## src/rtl/hex_adder_scan_display.sv

```systemverilog
// Nibble-serial WIDTH-bit adder with start/busy/done handshake and a multiplexed hex display.
// Optional build macro BLANK_LEADING_ZERO_EN blanks the leading zero digits.
module hex_seg_dec (
    input  logic [3:0] nib,
    input  logic       blank,
    output logic [6:0] seg
);
    always_comb begin
        seg = 7'b1111111;
        if (!blank) begin
            case (nib)
                4'h0: seg = 7'b1000000;
                4'h1: seg = 7'b1111001;
                4'h2: seg = 7'b0100100;
                4'h3: seg = 7'b0110000;
                4'h4: seg = 7'b0011001;
                4'h5: seg = 7'b0010010;
                4'h6: seg = 7'b0000010;
                4'h7: seg = 7'b1111000;
                4'h8: seg = 7'b0000000;
                4'h9: seg = 7'b0010000;
                4'hA: seg = 7'b0001000;
                4'hB: seg = 7'b0000011;
                4'hC: seg = 7'b1000110;
                4'hD: seg = 7'b0100001;
                4'hE: seg = 7'b0000110;
                default: seg = 7'b0001110;
            endcase
        end
    end
endmodule

module hex_adder_scan_display #(
    parameter int WIDTH    = 16,
    parameter int SCAN_DIV = 50000
) (
    input  logic               clk,
    input  logic               rst,
    input  logic               start,
    input  logic [WIDTH-1:0]   a,
    input  logic [WIDTH-1:0]   b,
    input  logic               cin,
    output logic               busy,
    output logic               done,
    output logic [WIDTH-1:0]   sum,
    output logic               cout,
    output logic [6:0]         seg,
    output logic [WIDTH/4-1:0] an
);
    localparam int DIGITS = WIDTH / 4;
    localparam int KW     = (DIGITS > 1) ? $clog2(DIGITS) : 1;
    localparam int CW     = (SCAN_DIV > 1) ? $clog2(SCAN_DIV) : 1;
    localparam logic [KW-1:0] KLAST = KW'(DIGITS - 1);
    localparam logic [CW-1:0] CLAST = CW'(SCAN_DIV - 1);

    typedef enum logic {IDLE, ADD} state_t;

    state_t           state;
    logic [WIDTH-1:0] a_r, b_r, acc, acc_nxt;
    logic             carry;
    logic [KW-1:0]    k;
    logic [4:0]       nib_sum;

    always_comb begin
        nib_sum = {1'b0, a_r[4*k +: 4]} + {1'b0, b_r[4*k +: 4]} + {4'b0, carry};
        acc_nxt = acc;
        acc_nxt[4*k +: 4] = nib_sum[3:0];
    end

    // acc collects nibbles privately; sum is only loaded on the final stage
    always_ff @(posedge clk or posedge rst) begin
        if (rst) begin
            state <= IDLE;
            a_r   <= '0;
            b_r   <= '0;
            acc   <= '0;
            carry <= 1'b0;
            k     <= '0;
            busy  <= 1'b0;
            done  <= 1'b0;
            sum   <= '0;
            cout  <= 1'b0;
        end else begin
            done <= 1'b0;
            case (state)
                IDLE: begin
                    if (start) begin
                        a_r   <= a;
                        b_r   <= b;
                        carry <= cin;
                        k     <= '0;
                        acc   <= '0;
                        busy  <= 1'b1;
                        state <= ADD;
                    end
                end
                default: begin
                    acc   <= acc_nxt;
                    carry <= nib_sum[4];
                    k     <= k + 1'b1;
                    if (k == KLAST) begin
                        sum   <= acc_nxt;
                        cout  <= nib_sum[4];
                        busy  <= 1'b0;
                        done  <= 1'b1;
                        state <= IDLE;
                    end
                end
            endcase
        end
    end

    logic [CW-1:0] scnt;
    logic [KW-1:0] idx;

    always_ff @(posedge clk or posedge rst) begin
        if (rst) begin
            scnt <= '0;
            idx  <= '0;
        end else if (scnt == CLAST) begin
            scnt <= '0;
            idx  <= (idx == KLAST) ? '0 : idx + 1'b1;
        end else begin
            scnt <= scnt + 1'b1;
        end
    end

    always_comb begin
        an      = '1;
        an[idx] = 1'b0;
    end

    logic [DIGITS-1:0][6:0] dseg;
    logic [DIGITS-1:0]      blank;

    for (genvar g = 0; g < DIGITS; g++) begin : g_dig
`ifdef BLANK_LEADING_ZERO_EN
        // digit 0 always shows, so a zero result still displays "0"
        if (g == 0) begin : g_lsd
            assign blank[g] = 1'b0;
        end else begin : g_hi
            assign blank[g] = ~|sum[WIDTH-1:4*g];
        end
`else
        assign blank[g] = 1'b0;
`endif
        hex_seg_dec u_dec (
            .nib   (sum[4*g +: 4]),
            .blank (blank[g]),
            .seg   (dseg[g])
        );
    end

    assign seg = dseg[idx];
endmodule

```

## config.mk

```make
export PLATFORM = sky130hd
export DESIGN_NAME = hex_adder_scan_display
export DESIGN_NICKNAME = d
export VERILOG_FILES = /design/src/rtl/hex_adder_scan_display.sv
export SDC_FILE = /design/constraint.sdc
export NUM_CORES = 1
export LEC_CHECK = 0
export CAP_MARGIN = 30
export CORE_UTILIZATION = 51
export CTS_CLUSTER_DIAMETER = 100
export DETAILED_ROUTE_END_ITERATION = 7
export PLACE_DENSITY = 0.75
export SYNTH_ARGS = -nofsm -noshare
export SYNTH_HDL_FRONTEND = slang
export SYNTH_SLANG_ARGS = --single-unit
```

## constraint.sdc

```tcl
create_clock -name clk -period 2.7 [get_ports clk]
set_input_delay 0.405 -clock clk [delete_from_list [all_inputs] [get_ports clk]]
set_output_delay 0.405 -clock clk [all_outputs]
set_load 0.03 [all_outputs]
```

==> flow_summary.yaml, run 1 <==
flow_run:
  cap_violations: 0
clock_tree:
  postCtsHoldBufs: 0
  cts_sinks: 89
  clkTransAtPathRegs_ns: 0.10
  cts_buffers: 9
  insertion_delay_ns: 0.36
  htreeDepth: 3
  clock_path_buffers: 2
  cts_tree: "yes"
  cts_root_buf: "clkbuf_8"
sta:
  timing.final.ws_setup_ns: 0.1017
  skew_ns: 0.01625
  hold_viol_final: 0
  whs_ns: 0.4862
  setup_violations: 0
  fmax_mhz: 384.9
  tightest_slew_ns: 0.6178
  maxSlewViolCount: 0
  fin_tns_setup_ns: 0
  fin_crit_ns: 2.598
  slew_headroom_pct: 58.43
  fin_crit_sh_pct: 96.23
layout:
  drive_gt1_share_pct: 24.36
  syn2layout_area_growth_pct: 24.00
  fin_area_um2: 6645
  nets: 658
  diodes: 0
  finish.utilization_pct: 64.66
  final_cell_count_no_fill: 723
detailed_routing:
  dr.pass1.iters: 5
  drtIter0Drc: 257
  route.detailed.wl_per_inst_um: 16.04
  ant_nets: 0
  routed_wl_um: 11600
  via_per_inst: 5.719
  drc: 0
  vias: 4135
placement:
  dpl-instance-area_um2: 6389
  hpwl_um: 8372
  port_buffers: 65
  post-place-cells: 705
  preCtsSetupSlack_ns: -0.01645
  gp_congestion: 0.8237
synthesis:
  synth_edf_count: 0
  ys_ff_latch: 89
  yosysSeqAreaShare_pct: 41.56
  yosysWarningCount: 0
  async_reset_ff_share_pct: 100.0
  synthCells: 496
  synth_ff_type: "dfrtp_1"
  avgSynthCellArea_um2: 10.80
  yosys.cell_types.count: 51
  synth_fp_nets: 572
  synth_area_um2: 5359
run_status:
  outcome: "completed"
floorplanning:
  die_area_um2: 10920
  start_util_pct: 52.14
  fp-row-count: 37
  core_um2: 10280
  boundaryPins: 66
  dieHeight_um: 104.5
  die_x_um: 104.5
pwr:
  ir_worst_vdd_mv: 0.7026
  total_power_mw: 7.407
  power.leakage_nw: 2.820
  power_density_nw_per_um2: 1115
hold_path:
  hp-class: "input port to async pin"
setup_path:
  r2r_setup_slack_ns: 0.13
  worst_r2r_endpoint: "sum[11]$_DFFE_PP0P_"
  r2r-start: "k[0]$_DFFE_PP0P_"
  reg2regPathDepth: 7
  end_kind: "output pin"
  cp_max_fo: 5
  critPathArrivalTime_ns: 2.19
  required_ns: 2.30
  critPathLaunchType: "flop"
  crit_type: "flop to output pin"
global_routing:
  grt_max_degree: 90
  grt_usage_pct: 22.41
  antenna_found_initial: 0
  grt.overflow.total: 0
  grt_pass1_vias: 4045
  grt_pass1_wl_um: 19730
==> critical path, stage by stage (launching register included) <==
cell     delay, ns
dfrtp_1       0.43
buf_4         0.17
ha_1          0.23
mux2_2        0.27
a221o_1       0.33
a31o_2        0.25
buf_2         0.17
==> power breakdown <==
group / internal [mW] / switching (mW) / total [mW]
Sequential: 1.79 / 0.390 / 2.18
Combinational: 1.99 / 2.30 / 4.28
Clock: 0.436 / 0.502 / 0.938
Total: 4.22 / 3.19 / 7.41
==> synthesized netlist by cell type, types with 6 or more instances <==
cell type	instances	area (um2)
a21oi_1	21	105.1
a221oi_1	6	52.55
a32o_1	8	80.08
clkbuf_1	21	78.83
dfrtp_1	89	2227
ha_1	38	475.5
inv_1	23	86.33
mux2_2	42	473.0
mux2i_1	13	130.1
mux4_2	14	315.3
nand2_1	35	131.4
nand3_1	17	85.08
nand4_1	6	37.54
nor2_1	24	90.09
nor2b_1	16	100.1
nor3_1	6	30.03
o21ai_0	27	135.1
o22ai_1	11	68.82
or4_1	6	45.04
xnor2_1	6	52.55
xor2_1	8	70.07
==> layer usage <==
metal,track usage (%),part of all wire [%]
met1,30.35,45
met2,37.23,49
met3,3.822,4.4
met4,5.918,1.6
met5,0,0
==> logic make-up (layout without fill, tap and decap cells) <==
kind of cell / after synthesis / after routing / synth area share (%)
adder cells (fa/ha/maj): 40 / 40 / 9.620
AO/OA/AOI/OAI: 96 / 96 / 11.60
flip-flops: 89 / 89 / 41.56
AND/OR/NAND/NOR: 134 / 134 / 13.87
buffers and inverters: 54 / 145 / 3.922
XOR/XNOR: 14 / 14 / 2.288
multiplexers: 69 / 69 / 17.14
==> flip-flops by register name, indices dropped and copies added, names as in the netlist, 2 cells and up <==
signal  cells
a_r        16
acc        16
b_r        16
idx         2
k           2
scnt       16
sum        16
==> worst max path at each step <==
stage | start | end | slack [ns] | cells after the start
2_1_floorplan | k[0]$_DFFE_PP0P_ | acc[6]$_DFFE_PP0P_ | -0.02 | 7
3_3_place_gp | sum[9]$_DFFE_PP0P_ | seg[4] | 0.05 | 7
3_5_place_dp | k[0]$_DFFE_PP0P_ | acc[2]$_DFFE_PP0P_ | -0.02 | 7
4_1_cts | sum[1]$_DFFE_PP0P_ | seg[4] | 0.004 | 7
5_1_grt | sum[8]$_DFFE_PP0P_ | seg[1] | -0.02 | 7
6_report | sum[4]$_DFFE_PP0P_ | seg[6] | 0.10 | 6
==> what timing repair did <==
| action | 4_1_cts | 5_1_grt |
|---|---|---|
| resized for setup | 21 | 27 |
| endpoints found under the setup margin | 10 | 21 |
| pin swaps | 1 | 0 |
| setup buffers | 0 | 2 |
==> placed cells by master (no fill, tap or decap), types with 8 or more instances in the layout <==
cell type | synthesis | routed
a21oi_1 | 21 | 19
a32o_1 | 8 | 8
buf_4 | 1 | 35
clkbuf_8 | 0 | 9
clkdlybuf4s50_1 | 0 | 58
dfrtp_1 | 89 | 88
ha_1 | 38 | 34
inv_1 | 23 | 19
mux2_2 | 42 | 42
mux2i_1 | 13 | 13
mux4_2 | 14 | 14
nand2_1 | 35 | 35
nand3_1 | 17 | 17
nor2_1 | 24 | 24
nor2b_1 | 16 | 15
o21ai_0 | 27 | 27
o22ai_1 | 11 | 11
==> final cells by class <==
cell class	count	area (um2)
inverters	26	101.3
clock inverters	7	76.32
repair buffers	103	943.4
well taps	136	170.2
clock buffers	9	123.9
fillers	846	3632
flip-flops and latches	89	2228
multi-input cells	353	3002
Power figures use the tool's default switching activity.
==> run 2: changes to the inputs <==
--- a/config.mk
+++ b/config.mk
@@ -13,3 +13,4 @@
 export SYNTH_ARGS = -nofsm -noshare
 export SYNTH_HDL_FRONTEND = slang
 export SYNTH_SLANG_ARGS = --single-unit
+export TNS_END_PERCENT = 20
==> constraint.sdc (replaced) <==
create_clock -name clk -period 2.25 [get_ports clk]
set_input_delay 0.3375 -clock clk [delete_from_list [all_inputs] [get_ports clk]]
set_output_delay 0.3375 -clock clk [all_outputs]
set_load 0.03 [all_outputs]
==> run 2 against run 1 <==
The run now ends with setup timing left. Power is 42% higher. Worst setup slack worse by 0.33 ns. First-iteration DRC count is 3.5% higher. Via count is 7.4% higher. Clock-buffer cell count is 2 higher. Sequential share of layout area is 3.4 points lower. Routed wire length is 15% higher. Core utilization is 7.5 points higher. Highest routed layer unchanged.
==> flow_summary.yaml, run 2 (synthesized netlist as in run 1, its figures left out) <==
sta:
  slew_headroom_pct: 59.83
  tightest_slew_ns: 0.5971
  timing.final.ws_setup_ns: -0.2250
  grt_setup_unrepaired: "true"
  fin_crit_ns: 2.475
  skew_ns: 0.01688
  fin_crit_sh_pct: 110.0
  fmax_mhz: 404.0
  hold_viol_final: 0
  fin_tns_setup_ns: -3.927
  maxSlewViolCount: 0
  setup_violations: 33
layout:
  nets: 710
  final_cell_mix: "84 x dfrtp_1, 77 x buf_4, 55 x clkdlybuf4s50_1, 39 x mux2_2, 35 x nand2_1"
  final_common_cell: "dfrtp_1"
  drive_gt1_share_pct: 38.34
  diodes: 0
  fin_area_um2: 7417
  nFillCells: 712
  finish.utilization_pct: 72.17
  syn2layout_area_growth_pct: 38.41
floorplanning:
  fp-row-count: 37
  die_x_um: 104.5
  dieHeight_um: 104.5
  start_util_pct: 52.14
  core_um2: 10280
  boundaryPins: 66
  die_area_um2: 10920
pwr:
  power.leakage_nw: 3.123
  ir_worst_vdd_mv: 0.9885
  power_density_nw_per_um2: 1422
placement:
  port_buffers: 65
  hpwl_um: 9050
  dpl-instance-area_um2: 6746
  preCtsSetupSlack_ns: -0.3196
  gp_congestion: 0.8536
setup_path:
  cpMaxStageDelayCell: "mux4_2"
  crit_buf_inv: 3
  critPathLaunchType: "flop"
  reg2regPathDepth: 6
  end_kind: "output pin"
  worstPathCellList: "inv_4, ha_4, inv_2, mux2i_1, a32o_1, mux4_2, buf_6"
  crit_type: "flop to output pin"
  r2r-start: "k[0]$_DFFE_PP0P_"
  path_delay_family: "multiplexers"
  critPathArrivalTime_ns: 2.14
  cp_max_fo: 4
  slowest_delay_ns: 0.48
  r2r_setup_slack_ns: -0.19
  worst_r2r_endpoint: "acc[2]$_DFFE_PP0P_"
  required_ns: 1.91
detailed_routing:
  via_per_inst: 5.732
  dr.pass1.iters: 5
  route.detailed.wl_per_inst_um: 17.17
  vias: 4442
  ant_nets: 0
  drtIter0Drc: 266
  drc: 0
  routed_wl_um: 13310
global_routing:
  grt.overflow.total: 0
  grt_pass1_wl_um: 21940
  grt_max_degree: 90
  grt_pass1_vias: 4598
  antenna_found_initial: 0
  grt_usage_pct: 25.25
clock_tree:
  cts_buffers: 9
  insertion_delay_ns: 0.36
  cts_sinks: 89
  clkTransAtPathRegs_ns: 0.10
  htreeDepth: 3
  postCtsHoldBufs: 0
  cts_tree: "yes"
  clock_path_buffers: 2
  cts_root_buf: "clkbuf_8"
run_status:
  violations: "setup timing"
  outcome: "complete, but fails checks"
flow_run:
  cap_violations: 0
hold_path:
  hp-class: "input port to async pin"
==> run 2: cell count changes in the layout (fill, tap and decap cells not counted), sizes merged <==
cell / change
clkinvlp: -1
inv: -1
dlymetal6s2s: +1
buf: +56
clkinv: +1
bufinv: -1
clkdlybuf4s15: -1
clkbuf: +1
clkdlybuf4s50: -3
==> run 2: cell type report <==
| type | count | area (um2) | area share (%) |
|---|---|---|---|
| Sequential cell | 89 | 2233 | 30.11 |
| Tap cell | 136 | 170.2 | 2.294 |
| Clock inverter | 5 | 37.54 | 0.5061 |
| Multi-Input combinational cell | 353 | 3307 | 44.59 |
| Clock buffer | 11 | 141.4 | 1.906 |
| Timing Repair Buffer | 155 | 1424 | 19.20 |
| Inverter | 26 | 103.9 | 1.400 |
==> run 2: tightest hold or removal path, stage by stage <==
cell,delay (ns)
clkdlybuf4s50_1,0.44
clkinvlp_4,0.09
buf_12,0.37
==> run 2: how the worst max path moves through the flow <==
stage,slack [ns],depth (start not counted),endpoint,start
after CTS,-0.22,6,acc[2]$_DFFE_PP0P_,k[0]$_DFFE_PP0P_
after global placement,-0.24,7,seg[1],sum[0]$_DFFE_PP0P_
after floorplan,-0.24,7,acc[2]$_DFFE_PP0P_,k[0]$_DFFE_PP0P_
final,-0.23,7,seg[1],sum[1]$_DFFE_PP0P_
after detailed placement,-0.32,7,seg[1],sum[0]$_DFFE_PP0P_
after global routing,-0.27,7,seg[1],sum[1]$_DFFE_PP0P_
==> run 2: through the flow <==
step	std cells	hold WS [ns]	total power, mW
floorplan	496	0.4375	6.210
global placement	747	0.4561	8.439
detailed placement	747	0.4792	8.684
CTS	771	0.4696	10.19
global route	775	0.4719	11.21
finish	775	0.4513	10.55
==> run 2: power breakdown <==
| group | internal [mW] | leakage (nW) | total, mW | switching [mW] |
|---|---|---|---|---|
| Combinational | 3.41 | 1.90 | 6.94 | 3.53 |
| Sequential | 2.16 | 1.13 | 2.59 | 0.433 |
| Clock | 0.440 | 0.0916 | 1.02 | 0.579 |
==> run 2: per-layer routing <==
layer	global-route usage [%]	wire [um]
met3	3.885	613
met2	42.95	6722
met4	10.20	347
met1	32.18	5622
met5	0	0
==> run 2: what timing repair did <==
action                                  CTS  global route
gates resized for setup                  96            33
endpoints found under the setup margin   33            36
pin swaps                                11             9
buffers inserted                          9             4
endpoints found under the hold margin     0             0
